$ cat config.mk
export PLATFORM = sky130hd
export DESIGN_NAME = bram_stream_reader
export DESIGN_NICKNAME = d
export VERILOG_FILES = /design/src/rtl/bram_stream_reader.sv
export SDC_FILE = /design/constraint.sdc
export NUM_CORES = 1
export LEC_CHECK = 0
export CORE_ASPECT_RATIO = 0.5
export CORE_UTILIZATION = 49
export CTS_BUF_LIST = sky130_fd_sc_hd__clkbuf_8
export DETAILED_ROUTE_END_ITERATION = 16
export PLACE_DENSITY = 0.83
export SLEW_MARGIN = 0
export SYNTH_ARGS = -nofsm -noshare
export SYNTH_HDL_FRONTEND = slang
export SYNTH_SLANG_ARGS = --single-unit
$ cat constraint.sdc
create_clock -name clk -period 2.2 [get_ports clk]
set_input_delay 0.44 -clock clk [delete_from_list [all_inputs] [get_ports clk]]
set_output_delay 0.44 -clock clk [all_outputs]
set_load 0.02 [all_outputs]
$ cat src/rtl/bram_stream_reader.sv
// Burst reader: streams `length` consecutive words from a synchronous BRAM port
// into a valid/ready output stream through a 4-entry buffer that absorbs backpressure.
module bram_stream_reader #(
    parameter int unsigned ADDR_W = 5,
    parameter int unsigned DATA_W = 32
) (
    input  logic              clk,
    input  logic              rst,
    input  logic              start,
    input  logic [ADDR_W-1:0] base_addr,
    input  logic [ADDR_W:0]   length,
    output logic              busy,
    output logic              done,
    output logic              bram_en,
    output logic              bram_we,
    output logic [ADDR_W-1:0] bram_addr,
    output logic [DATA_W-1:0] bram_din,
    input  logic [DATA_W-1:0] bram_dout,
    output logic [DATA_W-1:0] m_data,
    output logic              m_valid,
    output logic              m_last,
    input  logic              m_ready
);

    typedef enum logic [1:0] {S_IDLE, S_RUN, S_DRAIN} state_t;

    localparam logic [ADDR_W:0]   ONE_LEN  = 1;
    localparam logic [ADDR_W-1:0] ONE_ADDR = 1;

    state_t              r_state;
    state_t              w_next;
    logic [ADDR_W-1:0]   r_addr;
    logic                r_en;
    logic                r_rd_vld;
    logic [ADDR_W:0]     r_remain;
    logic [ADDR_W:0]     r_out_remain;
    logic                r_done;
    logic [DATA_W-1:0]   r_mem [4];
    logic [1:0]          r_wr_ptr;
    logic [1:0]          r_rd_ptr;
    logic [2:0]          r_count;

    logic                w_valid;
    logic                w_xfer;
    logic                w_last_xfer;
    logic                w_space;
    logic                w_accept;
    logic                w_issue;

    assign w_valid     = (r_count != 3'd0);
    assign w_xfer      = w_valid && m_ready;
    assign w_last_xfer = w_xfer && (r_out_remain == ONE_LEN);
    // Buffered words plus reads still in the BRAM pipeline must leave room for one more.
    assign w_space     = (r_count + {2'b00, r_en} + {2'b00, r_rd_vld}) < 3'd4;
    assign w_accept    = start && (r_state == S_IDLE);

    always_comb begin
        w_next  = r_state;
        w_issue = 1'b0;
        case (r_state)
            S_IDLE: begin
                if (start && (length != '0)) w_next = S_RUN;
            end
            S_RUN: begin
                if (r_remain == '0) w_next = S_DRAIN;
                else if (w_space)   w_issue = 1'b1;
            end
            S_DRAIN: begin
                if (w_last_xfer) w_next = S_IDLE;
            end
            default: w_next = S_IDLE;
        endcase
    end

    always_ff @(posedge clk) begin
        if (rst) begin
            r_state      <= S_IDLE;
            r_addr       <= '0;
            r_en         <= 1'b0;
            r_rd_vld     <= 1'b0;
            r_remain     <= '0;
            r_out_remain <= '0;
            r_done       <= 1'b0;
            r_wr_ptr     <= '0;
            r_rd_ptr     <= '0;
            r_count      <= '0;
        end else begin
            r_state  <= w_next;
            r_done   <= (w_accept && (length == '0)) || ((r_state == S_DRAIN) && w_last_xfer);
            r_rd_vld <= r_en;

            if (w_accept && (length != '0)) begin
                r_en         <= 1'b1;
                r_addr       <= base_addr;
                r_remain     <= length - ONE_LEN;
                r_out_remain <= length;
            end else if (w_issue) begin
                r_en     <= 1'b1;
                r_addr   <= r_addr + ONE_ADDR;
                r_remain <= r_remain - ONE_LEN;
            end else begin
                r_en <= 1'b0;
            end

            if (w_xfer) begin
                r_out_remain <= r_out_remain - ONE_LEN;
                r_rd_ptr     <= r_rd_ptr + 2'd1;
            end

            if (r_rd_vld) begin
                r_wr_ptr <= r_wr_ptr + 2'd1;
            end

            case ({r_rd_vld, w_xfer})
                2'b10:   r_count <= r_count + 3'd1;
                2'b01:   r_count <= r_count - 3'd1;
                default: r_count <= r_count;
            endcase
        end
    end

    // Buffer storage is not reset; output gating keeps stale entries invisible.
    always_ff @(posedge clk) begin
        if (!rst && r_rd_vld) begin
            r_mem[r_wr_ptr] <= bram_dout;
        end
    end

    assign busy      = (r_state != S_IDLE);
    assign done      = r_done;
    assign bram_en   = r_en;
    assign bram_we   = 1'b0;
    assign bram_addr = r_addr;
    assign bram_din  = '0;
    assign m_valid   = w_valid;
    assign m_data    = w_valid ? r_mem[r_rd_ptr] : '0;
    assign m_last    = w_valid && (r_out_remain == ONE_LEN);

endmodule

==> out/results.tsv <==
metric	value	unit
startpoint type of the worst setup path	flop	
yosys warns	0	
syn avg cell area	15.47	um^2
TritonCTS clock tree	done	
sequential area share after synthesis	0.6605	
dpl cells	712	
DR vias/cell	5.428	
first-pass GRT wire length	21720	um
r2r setup slk	0.19	ns
Finished Layout Cells	762	
final worst path period need	2.331	ns
CP peak stage delay	0.50	ns
Finished Core Util	0.6787	
die span in y	85.05	um
Final ANT Viol Nets	0	
status	finished with violations	
VDD IR-drop max	0.0005638	V
Core Rows	29	
Logic pwr share	0.365	
Syn Inst Count	437	
Cells on Worst Hold Path	2	
crit path to	m_data[22]	
most used cell, CP	buf_12	
final setup fails	32	
Clock Sinks	159	
vias in the first global route	4132	
Post-CTS Hold Buffers	0	
Nets	638	
pwr/cell area	1095	mW/mm^2
Pint	6.701	mW
failing checks	negative setup slack	
skew final	0.01322	ns
slowest stage cell on the critical path	mux4_2	
Min-Delay Path Class	flop to flop	
die area	0.01430	mm^2
CP arrival	1.89	ns
Synth Flop Type	edfxtp_1	
Final Hold Viols	0	
top post-synthesis cells by area	edfxtp_1 57%, mux4_2 11%, dfxtp_1 9.2%	
setup ws final	-0.1312	ns
number of I/O pins	122	
buffers plus inverters on the worst setup path	3	
CTS H-Tree Depth	4	
Clock Power Share	0.265	
Buffers on Ports	88	
Post-DP HPWL	8164	um
clock buffer depth	2	
switching part of the total	0.3095	
diode count	0	
most common cell in the netlist	edfxtp_1	
Worst R2R Start	r_state[0]	
type of the worst setup path	flop to output pin	
Fmax achieved	429.0	MHz
total grt overflow	0	
number of synthesized register bits	159	
Die Wd	168.1	um
core area	0.01306	mm^2
post-synthesis to final-layout area growth	31.17	%
FF-to-FF End	r_remain[4]	
clock latency on the worst-skew pair	0.44	ns
gp weighted congestion	0.8662	
Tot Pwr	9.704	mW
Post-synth ARST share	0	
Netlist Area Pre-Place	0.006759	mm^2
Via Count	4136	
crit share post-route	1.060	
WL/cell	18.71	um
largest net degree at the start of global routing	33	
initial antenna violation count	0	
CP Capture Type	output pin	
cts bufs inserted	17	
CP required	1.76	ns
Synth cell types	49	
Worst-path clk slew	0.08	ns
drt pass-1 iters	5	
1st-iter DRT viols	210	
total stage count of the critical path	5	
CP top delay family	multiplexers	
Root Driver	clkbuf_8	
crit path cell chain	buf_12 -> buf_12 -> mux4_2 -> nor2b_1 -> buf_2	
Seq pwr share	0.371	
share of the synthesized area in the top cell type	0.5687	
R2R cell count	9	
initial core utilization	0.5174	
GRT Util Overall	0.2050	
Commonest cells post-synth	128 x edfxtp_1, 35 x nor2b_1, 34 x buf_4, 32 x mux4_2, 32 x nor2_1	
number of DRC violations after detailed routing	0	
layout cell share with drive strength beyond 1	0.3125	
Max Slew Vio Count	0	
Net Sw Power	3.004	mW
RSZ-0062 raised after global routing	true	
Leakage	3.189	nW
final WL	14260	um
max-cap violation count	0	
pre-CTS setup slack	-0.3523	ns
largest area contributor in the netlist	edfxtp_1	
crit-path max FO	5	
EDFF count, synth	128	
## cells by family after synthesis
| group | share of synthesized area |
|---|---|
| DFF | 0.6605 |
| and+or+nand+nor | 0.08886 |
| buffers and inverters | 0.05368 |
| AOI/OAI and AO/OA | 0.04850 |
| muxes | 0.1096 |
| xor gates and xnor gates | 0.01685 |
| adders and majority gates | 0.02147 |
| other | 0.0005548 |
## per-stage QoR
step	cell area (um^2)	hold WS (ns)	TNS [ns]
3_5_place_dp	8051	0.4719	-2.004
5_1_grt	8866	0.5139	-5.088
4_1_cts	8655	0.4838	-3.721
3_3_place_gp	8051	0.4552	-1.359
6_report	8866	0.4811	-2.972
2_1_floorplan	6880	0.4444	0
## cell usage in the layout (no fill, tap or decap), types with 6 or more instances in the layout
master | netlist | layout
edfxtp_1 | 128 | 128
clkdlybuf4s50_1 | 0 | 54
buf_4 | 34 | 37
conb_1 | 1 | 33
nor2_1 | 32 | 32
mux4_2 | 32 | 32
dfxtp_1 | 31 | 26
buf_6 | 0 | 20
nor2b_1 | 35 | 18
clkbuf_8 | 0 | 17
nor2b_4 | 0 | 16
buf_12 | 0 | 16
a21oi_1 | 12 | 12
buf_2 | 5 | 12
xor2_1 | 11 | 11
inv_1 | 10 | 10
ha_1 | 10 | 10
nand3_1 | 9 | 9
a211oi_1 | 9 | 9
nand2_1 | 7 | 7
o21ai_0 | 6 | 6
bufinv_16 | 0 | 6
## worst min path at each step
stage	start	endpoint	slack [ns]
2_1_floorplan	r_out_remain[5]	r_out_remain[5]	0.44
3_3_place_gp	r_out_remain[5]	r_out_remain[5]	0.46
3_5_place_dp	r_out_remain[5]	r_out_remain[5]	0.47
4_1_cts	r_out_remain[5]	r_out_remain[5]	0.48
5_1_grt	r_out_remain[5]	r_out_remain[5]	0.51
6_report	r_out_remain[5]	r_out_remain[5]	0.48
## worst register-to-register path, cell delays in order (launching register included)
cell and delay, ns:
dfxtp_1 0.39, or3b_1 0.43, a21oi_2 0.20, and2_1 0.17, a21oi_1 0.05, ha_1 0.25, nand2_1 0.09, xnor2_1 0.11
nor2_1 0.06, a211oi_1 0.19
## registers in the layout (all words and copies together) (netlist names), named ones only
| signal | cells |
|---|---|
| bram_addr | 5 |
| bram_en | 1 |
| done | 1 |
| r_count | 3 |
| r_mem | 128 |
| r_out_remain | 6 |
| r_rd_ptr | 2 |
| r_rd_vld | 1 |
| r_remain | 6 |
| r_state | 2 |
| r_wr_ptr | 2 |
## area by class of cell
cell class	instances	area (um^2)
Sequential cell	159	4476
Fill cell	826	4197
Multi-Input combinational cell	249	2200
Timing Repair Buffer	142	1466
Clock inverter	14	236.5
Clock buffer	17	234.0
Tap cell	170	212.7
Inverter	11	41.29
## repair_timing
action / 4_1_cts / 5_1_grt
cloned: 3 / 0
pin swaps: 1 / 1
resized for setup: 150 / 64
endpoints found under the setup margin: 34 / 36
setup buffers: 13 / 5
## power groups by stage
| stage | combinational [mW] | clock [mW] | sequential (mW) |
|---|---|---|---|
| after floorplan | 1.69 | 0 | 3.61 |
| after global placement | 2.80 | 0 | 3.63 |
| after detailed placement | 2.84 | 0 | 3.64 |
| after CTS | 3.16 | 2.56 | 3.58 |
| after global routing | 3.78 | 2.71 | 3.62 |
| final | 3.54 | 2.57 | 3.60 |
## routing by layer
layer / global-route usage / vias up / routed length [um]
li1: - / 1874 / -
met1: 0.2614 / 2082 / 5998
met2: 0.3515 / 162 / 7229
met3: 0.04571 / 18 / 819
met4: 0.07190 / 0 / 211
met5: 0 / - / 0
Power figures use the tool's default switching activity.
